$ cat config.mk
export PLATFORM = sky130hd
export DESIGN_NAME = mux_n_pipe
export DESIGN_NICKNAME = d
export VERILOG_FILES = /design/src/rtl/mux_n_pipe.sv
export SDC_FILE = /design/constraint.sdc
export NUM_CORES = 1
export LEC_CHECK = 0
export CORE_MARGIN = 1
export CORE_UTILIZATION = 43
export DETAILED_ROUTE_END_ITERATION = 16
export GPL_ROUTABILITY_DRIVEN = 0
export PLACE_DENSITY = 0.77
export SLEW_MARGIN = 10
export SYNTH_ARGS = -nofsm -noshare
export SYNTH_HDL_FRONTEND = slang
export SYNTH_SLANG_ARGS = --single-unit
$ cat constraint.sdc
create_clock -name clk -period 3.3 [get_ports clk]
set_input_delay 0.66 -clock clk [delete_from_list [all_inputs] [get_ports clk]]
set_output_delay 0.66 -clock clk [all_outputs]
set_load 0.01 [all_outputs]
$ cat src/rtl/mux_n_pipe.sv
// ============================================================================
// mux_n_pipe
// ----------------------------------------------------------------------------
// Parametrised NUM_IN-input, WIDTH-bit operand-select multiplexer with a
// registered output stage and a valid/ready handshake on both sides.
//
// It replaces the fixed 3:1 combinational operand mux that sat between the
// register-file/forwarding sources and the ALU operand latch. A two-entry
// skid buffer (main + skid register) gives full throughput under
// backpressure while keeping in_ready a pure register output.
//
// Parameters:
//   WIDTH   data width of every input and of the output
//   NUM_IN  number of selectable inputs (2..16)
//   SEL_W   select width, 2**SEL_W must be >= NUM_IN
//
// Ports:
//   clk        rising-edge clock
//   reset      asynchronous, active-high reset
//   in_data    packed inputs, input k at bits [k*WIDTH +: WIDTH]
//   sel        input index, sampled together with in_valid
//   in_valid   source presents a valid sel/in_data this cycle
//   in_ready   block can accept this cycle (registered, = !skid valid)
//   flush      synchronous discard of all buffered entries
//   out_data   selected data (holds its last value while invalid)
//   out_valid  out_data is valid
//   out_ready  sink accepts out_data this cycle
//   sel_err    sticky out-of-range select flag (optional, see below)
//
// Optional feature:
//   Define MUX_N_PIPE_SEL_ERR_EN to add the sel_err port. It is set the
//   cycle after any accepted transfer whose sel >= NUM_IN and is cleared
//   only by reset. Without the macro the port and its logic do not exist
//   and out-of-range selects silently yield zero data.
// ============================================================================
module mux_n_pipe #(
    parameter int WIDTH  = 32,
    parameter int NUM_IN = 3,
    parameter int SEL_W  = 2
) (
    input  logic                    clk,
    input  logic                    reset,
    input  logic [NUM_IN*WIDTH-1:0] in_data,
    input  logic [SEL_W-1:0]        sel,
    input  logic                    in_valid,
    output logic                    in_ready,
    input  logic                    flush,
    output logic [WIDTH-1:0]        out_data,
    output logic                    out_valid,
    input  logic                    out_ready
`ifdef MUX_N_PIPE_SEL_ERR_EN
    ,
    output logic                    sel_err
`endif
);

    // Buffer occupancy, encoded as {skid_valid, main_valid}. The skid
    // register is only ever filled while main is valid, so 2'b10 cannot
    // occur in normal operation.
    localparam logic [1:0] OCC_EMPTY = 2'b00;
    localparam logic [1:0] OCC_ONE   = 2'b01;
    localparam logic [1:0] OCC_FULL  = 2'b11;

    logic [WIDTH-1:0] sel_data;
    logic [WIDTH-1:0] main_data;
    logic             main_valid;
    logic [WIDTH-1:0] skid_data;
    logic             skid_valid;
    logic [1:0]       occ;
    logic             accept;
    logic             emit;

    // ------------------------------------------------------------------
    // Input-side select
    // ------------------------------------------------------------------
    always_comb begin
        // NOTE: the default assignment ahead of the loop covers every path,
        // so no latch is inferred and an out-of-range sel falls through to
        // all-zero data instead of holding a previous value.
        sel_data = '0;
        for (int k = 0; k < NUM_IN; k++) begin
            if (sel == SEL_W'(k)) begin
                sel_data = in_data[k*WIDTH +: WIDTH];
            end
        end
    end

    // ------------------------------------------------------------------
    // Handshake decode
    // ------------------------------------------------------------------
    // in_ready comes straight from a flop, so there is no combinational
    // path from out_ready back to the source.
    assign in_ready = !skid_valid;
    assign accept   = in_valid && in_ready;
    assign emit     = out_valid && out_ready;
    assign occ      = {skid_valid, main_valid};

    assign out_valid = main_valid;
    assign out_data  = main_data;

    // ------------------------------------------------------------------
    // Main + skid storage
    // ------------------------------------------------------------------
    // Data registers are loaded only on a transfer, so an invalid stage
    // keeps its last value and out_data does not toggle while idle.
    always_ff @(posedge clk or posedge reset) begin
        // NOTE: state is updated with non-blocking assignments so every
        // register in this block sees the pre-edge values of the others.
        if (reset) begin
            main_valid <= 1'b0;
            main_data  <= '0;
            skid_valid <= 1'b0;
            skid_data  <= '0;
        end else if (flush) begin
            // Flush wins over a same-cycle accept. A same-cycle emit has
            // already been seen by the sink, so dropping main is correct.
            main_valid <= 1'b0;
            skid_valid <= 1'b0;
        end else begin
            case (occ)
                OCC_EMPTY: begin
                    if (accept) begin
                        main_data  <= sel_data;
                        main_valid <= 1'b1;
                    end
                end
                OCC_ONE: begin
                    if (accept && emit) begin
                        main_data <= sel_data;
                    end else if (accept) begin
                        skid_data  <= sel_data;
                        skid_valid <= 1'b1;
                    end else if (emit) begin
                        main_valid <= 1'b0;
                    end
                end
                OCC_FULL: begin
                    // in_ready is low here, so only the drain side moves.
                    if (emit) begin
                        main_data  <= skid_data;
                        skid_valid <= 1'b0;
                    end
                end
                default: begin
                    // Unreachable encoding: recover to empty.
                    main_valid <= 1'b0;
                    skid_valid <= 1'b0;
                end
            endcase
        end
    end

`ifdef MUX_N_PIPE_SEL_ERR_EN
    // ------------------------------------------------------------------
    // Sticky out-of-range select flag
    // ------------------------------------------------------------------
    logic sel_oor;

    assign sel_oor = (int'(sel) >= NUM_IN);

    // Any handshaken transfer counts, even one discarded by flush; the
    // source did present a bad select. Only reset clears the flag.
    always_ff @(posedge clk or posedge reset) begin
        if (reset) begin
            sel_err <= 1'b0;
        end else if (accept && sel_oor) begin
            sel_err <= 1'b1;
        end
    end
`endif

endmodule

==> results, run 1 <==
- The clock drives 66 sinks.
- The run finished with clean final reports.
- The average instance area after synthesis is 10.7 µm².
- The via count of the first global-routing pass came to around 3.4k.
- The worst slew margin relative to its limit is a little under a fifth.
- The critical path capture point type is a register.
- The number of H-tree levels is 3.
- The post-route clock period utilization is between 70 and 80%.
- Synthesis inferred 66 register bits.
- Measured along the x axis, the die boundary spans approximately 96 µm.
- The repair_antennas step left the layout with diodes totalling 0.
- The HPWL after detailed placement is slightly above 7000 µm.
- The area growth from synthesis to final layout is 42.7%.
- After synthesis, the netlist uses 23 different library cells.
- The startpoint identified for the worst hold timing path is out_data[15].
- The worst setup path is launched from a primary input.
- The switching power is a little over 700 µW.
- The setup fix buffers added after clock tree synthesis is 0.
- For this run, design rule violations remaining after detail routing come to 0.
- The post-place instance area is around 0.0052 mm².
- Entering global routing, the biggest net connects 37 pins.
- The die covers 0.00920 mm².
- Timing analysis after detailed placement gives a worst setup slack of 0.600 ns.
- Summing the sequential cell areas from Yosys gives a little over two fifths of the chip area.
- Setup repair after global routing left no endpoint under its margin.
- The global-route wire length before repair is 17400 µm.
- Once the floorplan was initialized, standard cells occupied between 40% and 50% of the core.
- The share of layout cells above drive strength 1 is between 8 and 9%.
- For the final routed database, the setup TNS stands at 0 ns.
- The via-per-instance ratio is 5.99.
- TritonCTS built the clock tree.
- The filler-free cell count of the finished design is ~580.
- The filler cell count is around 670.
- The detailed-router iteration count before antenna repair is 5.
- The path type of the worst setup path is in -> reg.
- TritonCTS created 9 clock buffers.
- The number of vias after detailed routing is about 3.5k.
- After layout, the minimum clock period comes to between 2 and 2.5 ns.
- The number of nets with antenna violations after detailed routing is 0.
- Net switching is between 20% and 30% of the power.
- In the synthesized netlist, the number of instances is roughly 350.
- The detailed router's first-iteration violation count is between 200 and 250.
- The die is 95.9 µm tall.
- The source of the critical timing path is in_valid.
- The critical path required time is about 3.5 ns.
- The global route total overflow is 0.
- Summed over all cells, the static leakage comes to around 2.5 nW.
- The largest fanout on the critical path is 32.
- The worst-margin pin slew is between 1 and 1.5 ns.
- The final setup slack of the worst path is 0.947 ns.
- The origin of the critical flop-to-flop path is out_valid.
- The number of top-level design ports is roughly 140.
- Setup violations remaining at the end of the flow were counted as 0.
- The library cells used most frequently in the layout, excluding fill and tap cells, are 135 x sky130_fd_sc_hd__clkdlybuf4s50_1, 66 x sky130_fd_sc_hd__dfrtp_1, 64 x sky130_fd_sc_hd__mux2i_1.
- The hold violation total from the final report is 0.
- The arrival time at the worst endpoint is 2.52 ns.
- In this run, post-CTS hold repair placed 0 buffers.
- The type of the tightest min-delay check is reg -> reg.
- The initial antenna violation count was 0.
- The final max-slew violation count is 0.
- Combinational cells account for 26.7% of the total power.
- The number of buffers inserted by port buffering is about 140.
- The power density over the cells is about 480 mW/mm².
- The detailed-route wire length per cell is approximately 19 µm.
- For this run, the number of Yosys warnings is 0.
- Clock-pin slew was measured on the worst setup and hold paths at ~0.070 ns.
- The total standard cell area after synthesis is around 0.0038 mm².
- CTS placed an instance of sky130_fd_sc_hd__clkbuf_8 at the clock tree root.
- The worst-skew pair later-pin latency is approximately 0.34 ns.
- The area of the placeable core is approximately 0.0084 mm².
- Cell internal power was estimated by the tool at around 1.9 mW.
- In this run the core area contains 33 standard-cell rows.
- The finished layout cell area is between 0.005 and 0.006 mm².
- Summed over all layers, the routed wires come to roughly 11000 µm.
- Global routing used approximately 25% of the available tracks across all layers.
- No sink is reached through more buffers than the 2 on the longest clock path.
- The count of instances resized after the clock tree is built is 0.
- Max-cap violations in this run came to 0.
- Once placement completed, the tool counted placed cells totaling 560.
- The post-synthesis net count is approximately 460.
- The worst-case IR drop observed on VDD is roughly 0.00025 V.
- The number of nets in the layout is approximately 570.
- The share of total power dissipated in sequential elements is 42.8%.
- Per report_power, the clock group accounts for a little under a third of the total.
- The most common cell after layout, fill and taps aside is sky130_fd_sc_hd__clkdlybuf4s50_1.
- Derived from the worst setup path, the maximum achievable clock frequency is 425 MHz.
- The setup skew after layout is 0.00858 ns.
==> metrics by stage <==
stage	hold slack, ns	power [mW]	utilization, %
6_report	0.518	2.59	64.6
5_1_grt	0.543	2.72	64.6
2_1_floorplan	0.498	1.45	-
4_1_cts	0.523	2.60	64.6
3_5_place_dp	0.501	1.81	61.7
3_3_place_gp	0.499	1.78	61.7
==> registers in the layout, summed over array words and instances, names as in the netlist <==
register	cells
out_valid	1
skid_valid	1
out_data	32
skid_data	32
==> final timing paths <==
| check | end | slack, ns | depth (start not counted) |
|---|---|---|---|
| max in group asynchronous | out_data[2] | 1.92 | 3 |
| worst min-delay path | out_data[15] | 0.52 | 2 |
| worst min register to register | out_data[15] | 0.52 | 2 |
| min in group asynchronous | out_data[20] | 0.75 | 2 |
| worst max register to register | out_data[31] | 1.24 | 3 |
| worst max-delay path | out_data[31] | 0.95 | 4 |
==> synth_stat cells <==
cell type                   count  area, µm²
sky130_fd_sc_hd__dfrtp_1       66       1650
sky130_fd_sc_hd__mux2i_1       64        641
sky130_fd_sc_hd__inv_1         35        131
sky130_fd_sc_hd__a2bb2oi_1     32        280
sky130_fd_sc_hd__o2111ai_1     32        280
sky130_fd_sc_hd__o31ai_1       32        240
sky130_fd_sc_hd__clkbuf_1      31        116
sky130_fd_sc_hd__o211ai_1      29        218
sky130_fd_sc_hd__buf_2         10       50.1
sky130_fd_sc_hd__buf_6          4       45.0
sky130_fd_sc_hd__o211ai_2       3       37.5
sky130_fd_sc_hd__and2_1         2       12.5
sky130_fd_sc_hd__nor2_1         2       7.51
sky130_fd_sc_hd__nor2b_1        2       12.5
sky130_fd_sc_hd__a21oi_1        1       5.00
sky130_fd_sc_hd__nand2_1        1       3.75
sky130_fd_sc_hd__nand4_1        1       6.26
sky130_fd_sc_hd__nor2b_4        1       13.8
sky130_fd_sc_hd__o211a_1        1       10.0
sky130_fd_sc_hd__o21ai_0        1       5.00
sky130_fd_sc_hd__o21ba_2        1       10.0
sky130_fd_sc_hd__o21bai_1       1       7.51
sky130_fd_sc_hd__or3_1          1       6.26
==> power by group through the flow <==
stage / logic, mW / clock network, mW / registers, mW
floorplan: 0.326 / 0 / 1.12
global placement: 0.672 / 0 / 1.11
detailed placement: 0.695 / 0 / 1.12
CTS: 0.698 / 0.796 / 1.11
global route: 0.755 / 0.831 / 1.13
finish: 0.693 / 0.792 / 1.11
==> final cells by class <==
class	count	area, µm²	share of cell area [%]
Inverter	35	131	2.43
Tap cell	105	131	2.43
Sequential cell	66	1650	30.5
Multi-Input combinational cell	207	1810	33.4
Clock inverter	4	72.6	1.34
Clock buffer	12	165	3.05
Timing Repair Buffer	147	1450	26.8
==> worst max-delay path, stage by stage <==
cell	delay, ns
sky130_fd_sc_hd__clkdlybuf4s50_1	0.49
sky130_fd_sc_hd__o21bai_2	0.17
sky130_fd_sc_hd__or3_1	0.95
sky130_fd_sc_hd__o211ai_1	0.24
==> cell families after synthesis <==
family	count (synthesis)	share of synthesized area [%]
buffers and inverters	80	9.04
multiplexers	64	16.9
AO/OA/AOI/OAI	133	28.8
AND/OR/NAND/NOR	10	1.65
flip-flops	66	43.6
==> routing by layer <==
layer	vias up	track usage [%]	routed length (µm)
met1	1692	33.7	4850
li1	1586	-	-
met3	19	4.50	698
met5	-	0	0
met4	0	10.1	195
met2	154	40.2	5320
Power figures use the tool's default switching activity.
==> inputs of run 2 (changes only) <==
--- a/config.mk
+++ b/config.mk
@@ -6,7 +6,7 @@
 export NUM_CORES = 1
 export LEC_CHECK = 0
 export CORE_MARGIN = 1
-export CORE_UTILIZATION = 43
+export CORE_UTILIZATION = 41
 export DETAILED_ROUTE_END_ITERATION = 16
 export GPL_ROUTABILITY_DRIVEN = 0
 export PLACE_DENSITY = 0.77
==> constraint.sdc (replaced) <==
create_clock -name clk -period 1.9 [get_ports clk]
set_input_delay 0.38 -clock clk [delete_from_list [all_inputs] [get_ports clk]]
set_output_delay 0.38 -clock clk [all_outputs]
set_load 0.01 [all_outputs]
==> results, run 2 (synthesis results as in run 1) <==
- The via-per-instance ratio came to 5.85 (was 5.99).
- The initial antenna violation count is 0 (unchanged).
- The global route total overflow came to 0 (unchanged).
- The via count of the first global-routing pass was 3667 (was 3444).
- The initial core utilization was 42.8% (was 45.2%).
- The worst IR drop on VDD is 0.000390 V (was 0.000254 V).
- The final max-slew violation count came to 0 (unchanged).
- The antenna diode count is 0 (unchanged).
- The type of the tightest min-delay check is in -> async (was reg -> reg).
- Leading cell types in the layout, fill and taps excluded: 134 x sky130_fd_sc_hd__clkdlybuf4s50_1, 66 x sky130_fd_sc_hd__dfrtp_1, 64 x sky130_fd_sc_hd__mux2i_1 (was 135 x sky130_fd_sc_hd__clkdlybuf4s50_1, 66 x sky130_fd_sc_hd__dfrtp_1, 64 x sky130_fd_sc_hd__mux2i_1).
- The number of vias after detailed routing is 3466 (was 3451).
- The number of buffers inserted by port buffering is 136 (unchanged).
- The final reports fail on DRC.
- The row count is 34 (was 33).
- The clock slew seen by the registers of the worst setup and hold paths was 0.07 ns (about the same).
- The worst slew margin relative to its limit was 41.1% (was 19.0%).
- The detailed-route wire length per cell was 18.5 µm (was 19.2 µm).
- The global-route wire length before repair is 17800 µm (was 17400 µm).
- The setup skew after layout came to 0.0113 ns (was 0.00858 ns).
- The hold violation total from the final report was 0 (unchanged).
- The critical path required time came to 1.52 ns (was 3.46 ns).
- The number of max-cap violations is 0 (unchanged).
- The number of nets with antenna violations after detailed routing was 0 (unchanged).
- The HPWL after detailed placement is 7730 µm (was 7160 µm).
- The maximum clock frequency is between 500 and 600 MHz.
- The worst-margin pin slew came to 0.882 ns (was 1.21 ns).
- The CTS sink count came to 66 (unchanged).
- The post-layout minimum cycle time is 1.84 ns.
- The total clock buffers created by CTS is 9 (unchanged).
- The number of remaining DRC errors was 2 (was 0).
- The number of setup violations in the final report was 0 (unchanged).
- The pin count of the biggest net entering global routing came to 67 (was 37).
- The height of the die came to 98.2 µm (was 95.9 µm).
- The critical path capture point type is an output pin (was register).
- The all-layer global routing usage is 23.3% (was 25.1%).
- The post-route worst hold slack is 0.465 ns (was 0.518 ns).
- The number of top-level design ports is 137 (unchanged).
- The CTS tree is built (unchanged).
- The number of H-tree levels is 3 (unchanged).
- The share of layout cells above drive strength 1 came to 10.5% (was 8.07%).
- The area growth from synthesis to final layout is 46.0% (was 42.7%).
- The detailed-router iteration count before antenna repair is 13 (was 5).
- The largest fanout on the critical path is 8 (was 32).
- The die area is 0.00964 mm² (was 0.00920 mm²).
- The most common cell after layout, fill and taps aside is sky130_fd_sc_hd__clkdlybuf4s50_1 (unchanged).
- The power density over the cells is 787 mW/mm² (was 479 mW/mm²).
- The overall die width is 98.2 µm (was 95.9 µm).
- The detailed-route wire length is 11000 µm (was 11100 µm).
- The aggregate negative setup slack came to 0 ns (unchanged).
- The worst-skew pair later-pin latency is 0.34 ns (about the same).
- The area of the placeable core was 0.00885 mm² (was 0.00838 mm²).
- The end-of-flow core utilization is 62.6% (was 64.6%).
- The number of nets in the layout is 582 (was 569).
- The nature of the critical path startpoint is a register (was primary input).
- The post-route clock period utilization is 96.8%.
- The path type of the worst setup path is reg -> out (was in -> reg).
- Outcome: finished with violations (was finished clean).
- The standby leakage power is 2.54 nW (was 2.48 nW).
- The root buffer cell is sky130_fd_sc_hd__clkbuf_8 (unchanged).
- The maximum clock insertion buffer count is 2 (unchanged).
- The detailed router's first-iteration violation count is 198 (was 233).
- The arrival time at the worst endpoint is 1.46 ns (was 2.52 ns).
- RSZ-0062 raised after global routing: no (unchanged).
==> run 2: worst max-delay path, cell delays in order (launching register included) <==
cell	delay (ns)
sky130_fd_sc_hd__dfrtp_1	0.39
sky130_fd_sc_hd__buf_4	0.19
sky130_fd_sc_hd__clkdlybuf4s50_1	0.54
==> run 2: what timing repair did <==
item	4_1_cts	5_1_grt
resized for setup	1	1
setup endpoints to repair	1	11
buffers inserted	0	0
hold buffers	0	0
==> run 2: layout make-up <==
type	instances	area (µm²)
clock buffer	11	151
inverter	35	135
fill	735	3310
tap	108	135
timing repair buffer	160	1590
sequential	66	1650
multi-input combinational	207	1830
clock inverter	5	52.6
==> run 2: worst paths after layout <==
kind                       slack (ns)  cells after the start            to          from
hold / removal                   0.47                      3  skid_data[5]         reset
max in group asynchronous        1.14                      3  skid_data[9]         reset
hold reg to reg                  0.51                      2  out_data[15]  out_data[15]
setup / recovery                 0.06                      2     out_valid     out_valid
min in group clk                 0.51                      2  out_data[15]  out_data[15]
setup reg to reg                 0.16                      4   out_data[3]    skid_valid
==> run 2: metal layers <==
| metal | track usage (%) | share of wire [%] | vias to the layer above |
|---|---|---|---|
| met5 | 0 | 0 | - |
| met4 | 9.53 | 1.7 | 0 |
| met3 | 4.22 | 6.6 | 13 |
| met2 | 40.4 | 50 | 136 |
| met1 | 28.7 | 41 | 1705 |
| li1 | - | - | 1612 |
==> run 2: stage by stage <==
stage	total power, mW	worst slack (ns)	std cells	cell area [µm²]
after global placement	3.11	-0.104	576	5330
after global routing	4.58	0.000888	592	5540
final	4.36	0.0611	592	5540
after floorplan	2.51	0.339	353	3790
after CTS	4.39	0.0800	592	5530
after detailed placement	3.18	-0.131	576	5330
==> run 2: report_power, final <==
group / switching (mW) / internal [mW] / total, mW
sequential: 0.183 / 1.73 / 1.91
combinational: 0.542 / 0.698 / 1.24
clock: 0.534 / 0.670 / 1.20
total: 1.26 / 3.10 / 4.36
